### src/rtl/mac_seq_driver.sv
// Serial multiply-accumulate transmitter: sends an (a, b, c) triple as three
// beats to a serial MAC unit, then returns its result flagged against a*b+c.
module mac_seq_driver #(
  parameter int WIDTH   = 32,
  parameter int TIMEOUT = 8
) (
  input  logic             clk,
  input  logic             rst,
  input  logic             req_valid,
  output logic             req_ready,
  input  logic [WIDTH-1:0] req_a,
  input  logic [WIDTH-1:0] req_b,
  input  logic [WIDTH-1:0] req_c,
  output logic             validi,
  output logic [WIDTH-1:0] data_in,
  input  logic             valido,
  input  logic [WIDTH-1:0] data_out,
  output logic             rsp_valid,
  input  logic             rsp_ready,
  output logic [WIDTH-1:0] rsp_data,
  output logic             rsp_timeout,
  output logic             rsp_mismatch
);

  localparam logic [2:0] IDLE   = 3'd0;
  localparam logic [2:0] SEND_A = 3'd1;
  localparam logic [2:0] SEND_B = 3'd2;
  localparam logic [2:0] SEND_C = 3'd3;
  localparam logic [2:0] WAIT   = 3'd4;
  localparam logic [2:0] RESP   = 3'd5;

  localparam int CW = $clog2(TIMEOUT + 1);
  localparam logic [CW-1:0] CNT_LAST = CW'(TIMEOUT - 1);

  logic [2:0]       state;
  logic [CW-1:0]    cnt;
  logic [WIDTH-1:0] b_q;
  logic [WIDTH-1:0] c_q;
  logic [WIDTH-1:0] exp_q;
  logic             accept;

  assign accept = (state == IDLE) && req_valid && req_ready;

  // NOTE: operand and expected-result registers carry no reset; they are only
  // read after an accept has loaded them, so reset would add fan-out for nothing.
  always_ff @(posedge clk) begin
    if (accept) begin
      b_q   <= req_b;
      c_q   <= req_c;
      exp_q <= req_a * req_b + req_c;
    end
  end

  // NOTE: every sequential assignment is non-blocking so all registers update
  // from the same pre-edge values regardless of statement order.
  always_ff @(posedge clk) begin
    if (rst) begin
      state        <= IDLE;
      cnt          <= '0;
      req_ready    <= 1'b0;
      validi       <= 1'b0;
      data_in      <= '0;
      rsp_valid    <= 1'b0;
      rsp_data     <= '0;
      rsp_timeout  <= 1'b0;
      rsp_mismatch <= 1'b0;
    end else begin
      case (state)
        IDLE: begin
          if (accept) begin
            state     <= SEND_A;
            req_ready <= 1'b0;
            validi    <= 1'b1;
            data_in   <= req_a;
          end else begin
            req_ready <= 1'b1;
          end
        end
        SEND_A: begin
          state   <= SEND_B;
          data_in <= b_q;
        end
        SEND_B: begin
          state   <= SEND_C;
          data_in <= c_q;
        end
        SEND_C: begin
          state   <= WAIT;
          validi  <= 1'b0;
          data_in <= '0;
          cnt     <= '0;
        end
        WAIT: begin
          if (valido) begin
            state        <= RESP;
            rsp_valid    <= 1'b1;
            rsp_data     <= data_out;
            rsp_timeout  <= 1'b0;
            rsp_mismatch <= (data_out != exp_q);
          end else if (cnt == CNT_LAST) begin
            state        <= RESP;
            rsp_valid    <= 1'b1;
            rsp_data     <= '0;
            rsp_timeout  <= 1'b1;
            rsp_mismatch <= 1'b0;
          end else begin
            cnt <= cnt + 1'b1;
          end
        end
        RESP: begin
          // Raising req_ready on the handshake edge gives the 6-cycle minimum spacing.
          if (rsp_ready) begin
            state     <= IDLE;
            rsp_valid <= 1'b0;
            req_ready <= 1'b1;
          end
        end
        default: state <= IDLE;
      endcase
    end
  end

endmodule
### config.mk
export PLATFORM = sky130hd
export DESIGN_NAME = mac_seq_driver
export DESIGN_NICKNAME = d
export VERILOG_FILES = /design/src/rtl/mac_seq_driver.sv
export SDC_FILE = /design/constraint.sdc
export NUM_CORES = 1
export LEC_CHECK = 0
export ABC_AREA = 1
export BUFFER_PORTS_ARGS = -buffer_cell sky130_fd_sc_hd__buf_2
export CAP_MARGIN = 40
export CORE_ASPECT_RATIO = 0.8
export CORE_MARGIN = 2
export CORE_UTILIZATION = 55
export CTS_BUF_LIST = sky130_fd_sc_hd__clkbuf_16
export DETAILED_ROUTE_END_ITERATION = 10
export PLACE_DENSITY = 0.78
export SYNTH_ARGS = -nofsm -noshare
export SYNTH_HDL_FRONTEND = slang
export SYNTH_SLANG_ARGS = --single-unit
export TNS_END_PERCENT = 30
### constraint.sdc
create_clock -name clk -period 7 [get_ports clk]
set_input_delay 0.35 -clock clk [delete_from_list [all_inputs] [get_ports clk]]
set_output_delay 0.35 -clock clk [all_outputs]
set_load 0.05 [all_outputs]
==> metrics.cfg, run 1 <==
[timing]
setup_viol = 0
fin_crit_sh_pct = 93.2
worst_pin_slew_ns = 0.943
clock_skew_ns = 0.0139
slew_violations = 0
fin_tns_setup_ns = 0
fmax_mhz = 153
finalHoldViolations = 0
rsz0062_at_grt = no
finalCriticalPeriod_ns = 6.52
slew-limit-headroom_pct = 37.1

[yosys]
synth_warnings = 0
ys_seq_elements = 172
async_flop_share_pct = 0
ys_seq_area_share_pct = 18.0
synth_top_area_cell = fa_1
synth_nets = 3683
syn_area_per_cell_um2 = 8.21
yosys-top-cells-area = fa_1, inv_1, edfxtp_1
netlist_area_mm2 = 0.0245
synth_top_cell_area_share_pct = 35.8
ys.flop_type = edfxtp_1
synth_edf_count = 96
synth_cells = 2987
yosys.cell_types.count = 56

[grt]
grt_pass1_wl_um = 102000
grt_max_degree = 65
grt-ovfl-total = 0
grt_pass1_vias = 19100
grt_use_total_pct = 29.0
antenna_found_initial = 3

[die]
io_pins = 202
design.die.area_mm2 = 0.0463
die_width_um = 240
die_h_um = 193
floorplan.initialDensity_pct = 55.5
core_region_area_mm2 = 0.0442
num_rows = 69

[worst_setup_path]
rr_worst_depth = 9
crit_required_ns = 7.21
arrival_ns = 6.74
path_class = in -> reg
start_kind = input port
cp-end-kind = register
critPathMaxFanout = 17

[place]
dp_hpwl_um = 52100
placed_cell_area_mm2 = 0.0262
io_buffers = 201
place_congestion = 0.948

[clock_network]
clockRootBuffer = clkbuf_16
cts_buffer_depth = 2
cts.hold.buffers_added = 0
ctsResizeCount = 0
cts.sinks = 172
cts_setup_buffers = 0
path_clk_slew_ns = 0.07
cts_tree = done
h-tree-depth = 4
numCtsBuffers = 17
clk_latency_ns = 0.46

[route]
drt_iter0_drc = 1691
ant_nets = 0
vias = 19400
drc_errors = 0
wl_per_cell_um = 17.2
first_pass_iters = 5
avgViaCountPerCell = 5.17
drt-total-wl_um = 64400

[finish]
num-fill-cells = 3749
layout_common_cells = inv_1, nand2_1, fa_1
fin_nets = 3820
syn_to_final_growth_pct = 8.98
diodes = 0
layout-drive-gt1-share_pct = 11.0
final_common_cell = inv_1
final_util_pct = 60.5
fin_area_mm2 = 0.0267

[worst_hold_path]
whs_path_depth = 1
min-delay-path-class = in -> reg

[flow_run]
max_cap_viol_count = 0

[run_status]
status = completed

metal layers:
| metal | GRT usage (%) | up-vias | wire [um] |
|---|---|---|---|
| met3 | 6.27 | 154 | 6610 |
| met5 | 0 | - | 0 |
| met4 | 11.8 | 0 | 2720 |
| met2 | 45.9 | 911 | 29800 |
| met1 | 39.0 | 9419 | 25300 |
| li1 | - | 8868 | - |
synth_stat cells, types with 2 or more instances:
library cell  instances
o211ai_1              2
ha_1                125
a31o_2                2
nand4_1               6
dfxtp_1              76
o21ai_0              44
xnor2_1              26
nand3_1              44
nand3_2               7
nand3b_1              7
a21oi_1             132
buf_1                 6
nor2_1               27
a31oi_1               2
a21oi_2               3
clkbuf_1             91
a32o_1               31
nor2_2                4
nand2_4               4
or2_2                 7
xor2_1               41
edfxtp_1             96
inv_2                 9
nor4_1                5
buf_6                 8
inv_1               900
nand2_2              11
clkinv_1              2
buf_4                13
o21ai_1               6
nor3_1                7
a21o_1                2
buf_2                23
fa_1                438
a2111oi_0             3
nand2_1             757
logic make-up (layout without fill, tap and decap cells):
group | count (synthesis) | after routing | share of synthesized area (%)
flops | 172 | 172 | 18.0
buf+inv | 1053 | 1203 | 16.7
compound gates | 237 | 237 | 5.81
xor+xnor | 69 | 69 | 2.53
simple gates | 893 | 893 | 14.9
fa+ha+maj | 563 | 563 | 42.1
final cells by class:
| cell class | count | area [um2] | share of cell area [%] |
|---|---|---|---|
| Clock buffer | 17 | 425 | 1.59 |
| Tap cell | 603 | 754 | 2.82 |
| Inverter | 911 | 3420 | 12.8 |
| Clock inverter | 15 | 124 | 0.463 |
| Multi-Input combinational cell | 1762 | 16000 | 60.0 |
| Sequential cell | 172 | 4400 | 16.5 |
| Timing Repair Buffer | 260 | 1560 | 5.83 |
state kept, by name, summed over array words and instances, names as in the netlist:
signal,cells
req_ready,1
state,3
exp_q,32
rsp_timeout,1
rsp_data,32
rsp_mismatch,1
validi,1
b_q,32
c_q,32
rsp_valid,1
data_in,32
cnt,4
through the flow:
| step | hold WS, ns | instances | setup slack (ns) |
|---|---|---|---|
| 6_report | 0.0782 | 3740 | 0.478 |
| 5_1_grt | 0.0801 | 3740 | 0.144 |
| 4_1_cts | 0.0627 | 3740 | 0.552 |
| 3_5_place_dp | 0.450 | 3708 | 0.0817 |
| 3_3_place_gp | 0.445 | 3705 | 0.131 |
| 2_1_floorplan | 0.448 | 2987 | 0.362 |
path summary, 6_finish.rpt:
| kind | start | end | slack, ns |
|---|---|---|---|
| max | req_b[6] | exp_q[27]$_DFFE_PP_ | 0.48 |
| min | req_c[26] | c_q[26]$_DFFE_PP_ | 0.08 |
| max reg2reg | state[0]$_SDFFE_PP0P_ | data_in[21]$_SDFFE_PP0P_ | 4.46 |
| min reg2reg | validi$_SDFFE_PP0P_ | validi$_SDFFE_PP0P_ | 0.45 |
worst max-delay path: stages:
cell	delay, ns
buf_2	0.38
nand2_1	0.09
inv_1	0.09
fa_1	0.45
fa_1	0.51
fa_1	0.51
inv_1	0.05
fa_1	0.51
inv_1	0.06
fa_1	0.50
inv_1	0.05
fa_1	0.53
inv_1	0.05
fa_1	0.47
inv_1	0.05
fa_1	0.47
inv_1	0.04
ha_1	0.33
nand2_1	0.09
inv_1	0.08
nand2_1	0.07
nor2_1	0.27
nand4_1	0.20
nand3_1	0.18
nand2_1	0.06
nand2_1	0.09
a21boi_1	0.08
xnor2_1	0.12
Power of run 1 is not shown: default switching activity piles up to over one toggle a cycle in this logic, so the estimate is an artifact.
==> run 2: changes to the inputs <==
--- a/config.mk
+++ b/config.mk
@@ -6,14 +6,14 @@
 export NUM_CORES = 1
 export LEC_CHECK = 0
 export ABC_AREA = 1
-export BUFFER_PORTS_ARGS = -buffer_cell sky130_fd_sc_hd__buf_2
 export CAP_MARGIN = 40
 export CORE_ASPECT_RATIO = 0.8
-export CORE_MARGIN = 2
+export CORE_MARGIN = 10
 export CORE_UTILIZATION = 55
 export CTS_BUF_LIST = sky130_fd_sc_hd__clkbuf_16
 export DETAILED_ROUTE_END_ITERATION = 10
-export PLACE_DENSITY = 0.78
+export DONT_BUFFER_PORTS = 1
+export PLACE_DENSITY = 0.74
 export SYNTH_ARGS = -nofsm -noshare
 export SYNTH_HDL_FRONTEND = slang
 export SYNTH_SLANG_ARGS = --single-unit
==> run 2 against run 1 <==
Global-route usage decreased by 2.5 points. Clock skew is 0.0017 ns lower. Cell count shrank 5.0%. First-iteration DRC count increased by 3.7%. Sequential cell count stayed put.
==> metrics.cfg, run 2 (same netlist as run 1, synthesis figures left out) <==
[route]
avgViaCountPerCell = 5.35  ; +3.5%
routed.top_layer = met4
ant_nets = 0  ; unchanged
drt-total-wl_um = 69400  ; +7.7%
vias = 19000  ; -1.7%
wl_per_cell_um = 19.5  ; +13%
drc_errors = 0  ; unchanged
drt_iter0_drc = 1754  ; +3.7%
first_pass_iters = 6  ; +1
wl_met1_um = 26000  ; +2.7%
met2_length_um = 32900  ; +10%
routed-wl-met3_um = 7660  ; +16%

[flow_run]
max_cap_viol_count = 0  ; unchanged

[die]
die_width_um = 256  ; +6.7%
io_pins = 202  ; unchanged
design.die.area_mm2 = 0.0535  ; +16%
num_rows = 69  ; unchanged
die_h_um = 209  ; +8.3%
floorplan.initialDensity_pct = 55.5  ; unchanged
core_region_area_mm2 = 0.0442  ; unchanged

[clock_network]
ctsResizeCount = 0  ; unchanged
cts.sinks = 172  ; unchanged
path_clk_slew_ns = 0.07  ; about the same
cts_buffer_depth = 2  ; unchanged
clk_latency_ns = 0.46  ; about the same
h-tree-depth = 4  ; unchanged
numCtsBuffers = 17  ; unchanged
cts_tree = done
clockRootBuffer = clkbuf_16
cts.hold.buffers_added = 65  ; +65
cts_setup_buffers = 0  ; unchanged

[place]
io_buffers = 0  ; -100%
place_congestion = 0.923  ; -2.7%
dp_hpwl_um = 53300  ; +2.4%
dp.cells = 3457  ; -6.8%

[worst_setup_path]
start_kind = input port
cp_slowest_stage_delay_ns = 0.55  ; +0.02 ns
cp-end-kind = register
rr_startpoint = state[1]$_SDFFE_PP0P_
critPathMaxFanout = 31  ; +14
slowest_stage = fa_1
rrSetupSlack_ns = 4.20  ; -0.26 ns
arrival_ns = 6.88  ; +0.14 ns
path_class = in -> reg
r2r-end = data_in[29]$_SDFFE_PP0P_
rr_worst_depth = 10  ; +1
crit_required_ns = 7.25  ; +0.04 ns

[finish]
instances_no_fill = 3554  ; -5.0%
fin_nets = 3634  ; -4.9%
final_util_pct = 58.8  ; -1.7 points
layout_common_cells = inv_1, nand2_1, fa_1
num-fill-cells = 3770  ; +0.56%
syn_to_final_growth_pct = 5.99
diodes = 0  ; unchanged
final_common_cell = inv_1
layout-drive-gt1-share_pct = 3.29  ; -7.7 points

[timing]
fin_crit_sh_pct = 94.6  ; +1.4 points
finalCriticalPeriod_ns = 6.62  ; +0.0993 ns
slew_violations = 0  ; unchanged
fin_tns_setup_ns = 0  ; unchanged
finalHoldViolations = 0  ; unchanged
rsz0062_at_grt = no
slew-limit-headroom_pct = 39.0  ; +1.9 points
fmax_mhz = 151  ; -1.5%
worst_pin_slew_ns = 0.914  ; -0.0290 ns
clock_skew_ns = 0.0122  ; -0.00167 ns
setup_viol = 0  ; unchanged

[worst_hold_path]
min-delay-path-class = in -> reg
whs_path_depth = 2  ; +1
worst_hold_startpoint = data_out[20]
hold_end = rsp_data[20]$_SDFFE_PP0P_

[grt]
grt_pass1_wl_um = 111000  ; +9.1%
antenna_found_initial = 1  ; -2
grt-ovfl-total = 0  ; unchanged
grt_use_total_pct = 26.5  ; -2.5 points
grt_pass1_vias = 20200  ; +6.2%
grt_max_degree = 65  ; unchanged

[run_status]
status = completed

-- run 2: final cells by class --
cell class | instances | area (um2) | area share (%)
clock buffers | 18 | 450 | 1.73
flip-flops and latches | 172 | 4400 | 16.9
multi-input cells | 1762 | 16000 | 61.7
inverters | 911 | 3420 | 13.2
repair buffers | 74 | 776 | 2.98
well taps | 603 | 754 | 2.90
clock inverters | 14 | 150 | 0.578
-- run 2: per-layer routing --
layer,GRT usage [%],vias to the layer above
met4,10.7,0
met3,7.98,210
met2,43.8,996
met5,0,-
met1,32.1,9346
li1,-,8477
-- run 2: how the worst max path moves through the flow --
stage,startpoint,end,slack [ns],depth (start not counted)
floorplan,req_b[3],exp_q[30]$_DFFE_PP_,0.36,29
finish,req_b[2],exp_q[27]$_DFFE_PP_,0.38,27
global placement,req_a[19],exp_q[27]$_DFFE_PP_,-0.005,27
CTS,req_a[19],exp_q[27]$_DFFE_PP_,0.46,27
detailed placement,req_a[19],exp_q[27]$_DFFE_PP_,-0.001,27
global route,req_b[2],exp_q[27]$_DFFE_PP_,0.08,27
-- run 2: through the flow --
stage                     area [um2]  setup slack (ns)  hold slack, ns
after floorplan                24500             0.362           0.448
after global placement         24700          -0.00493           0.424
after CTS                      26000             0.462          0.0183
after global routing           26000            0.0818          0.0230
after detailed placement       24700          -0.00124           0.428
final                          26000             0.379          0.0385
-- run 2: critical path: cells and delay by family --
| kind | cells | cell delay (ns) |
|---|---|---|
| adder cells (fa/ha/maj) | 9 | 4.45 |
| XOR/XNOR | 1 | 0.27 |
| AO/OA/AOI/OAI | 1 | 0.08 |
| buffers and inverters | 8 | 0.48 |
| AND/OR/NAND/NOR | 8 | 1.22 |
Power of run 2 is left out for the same reason.
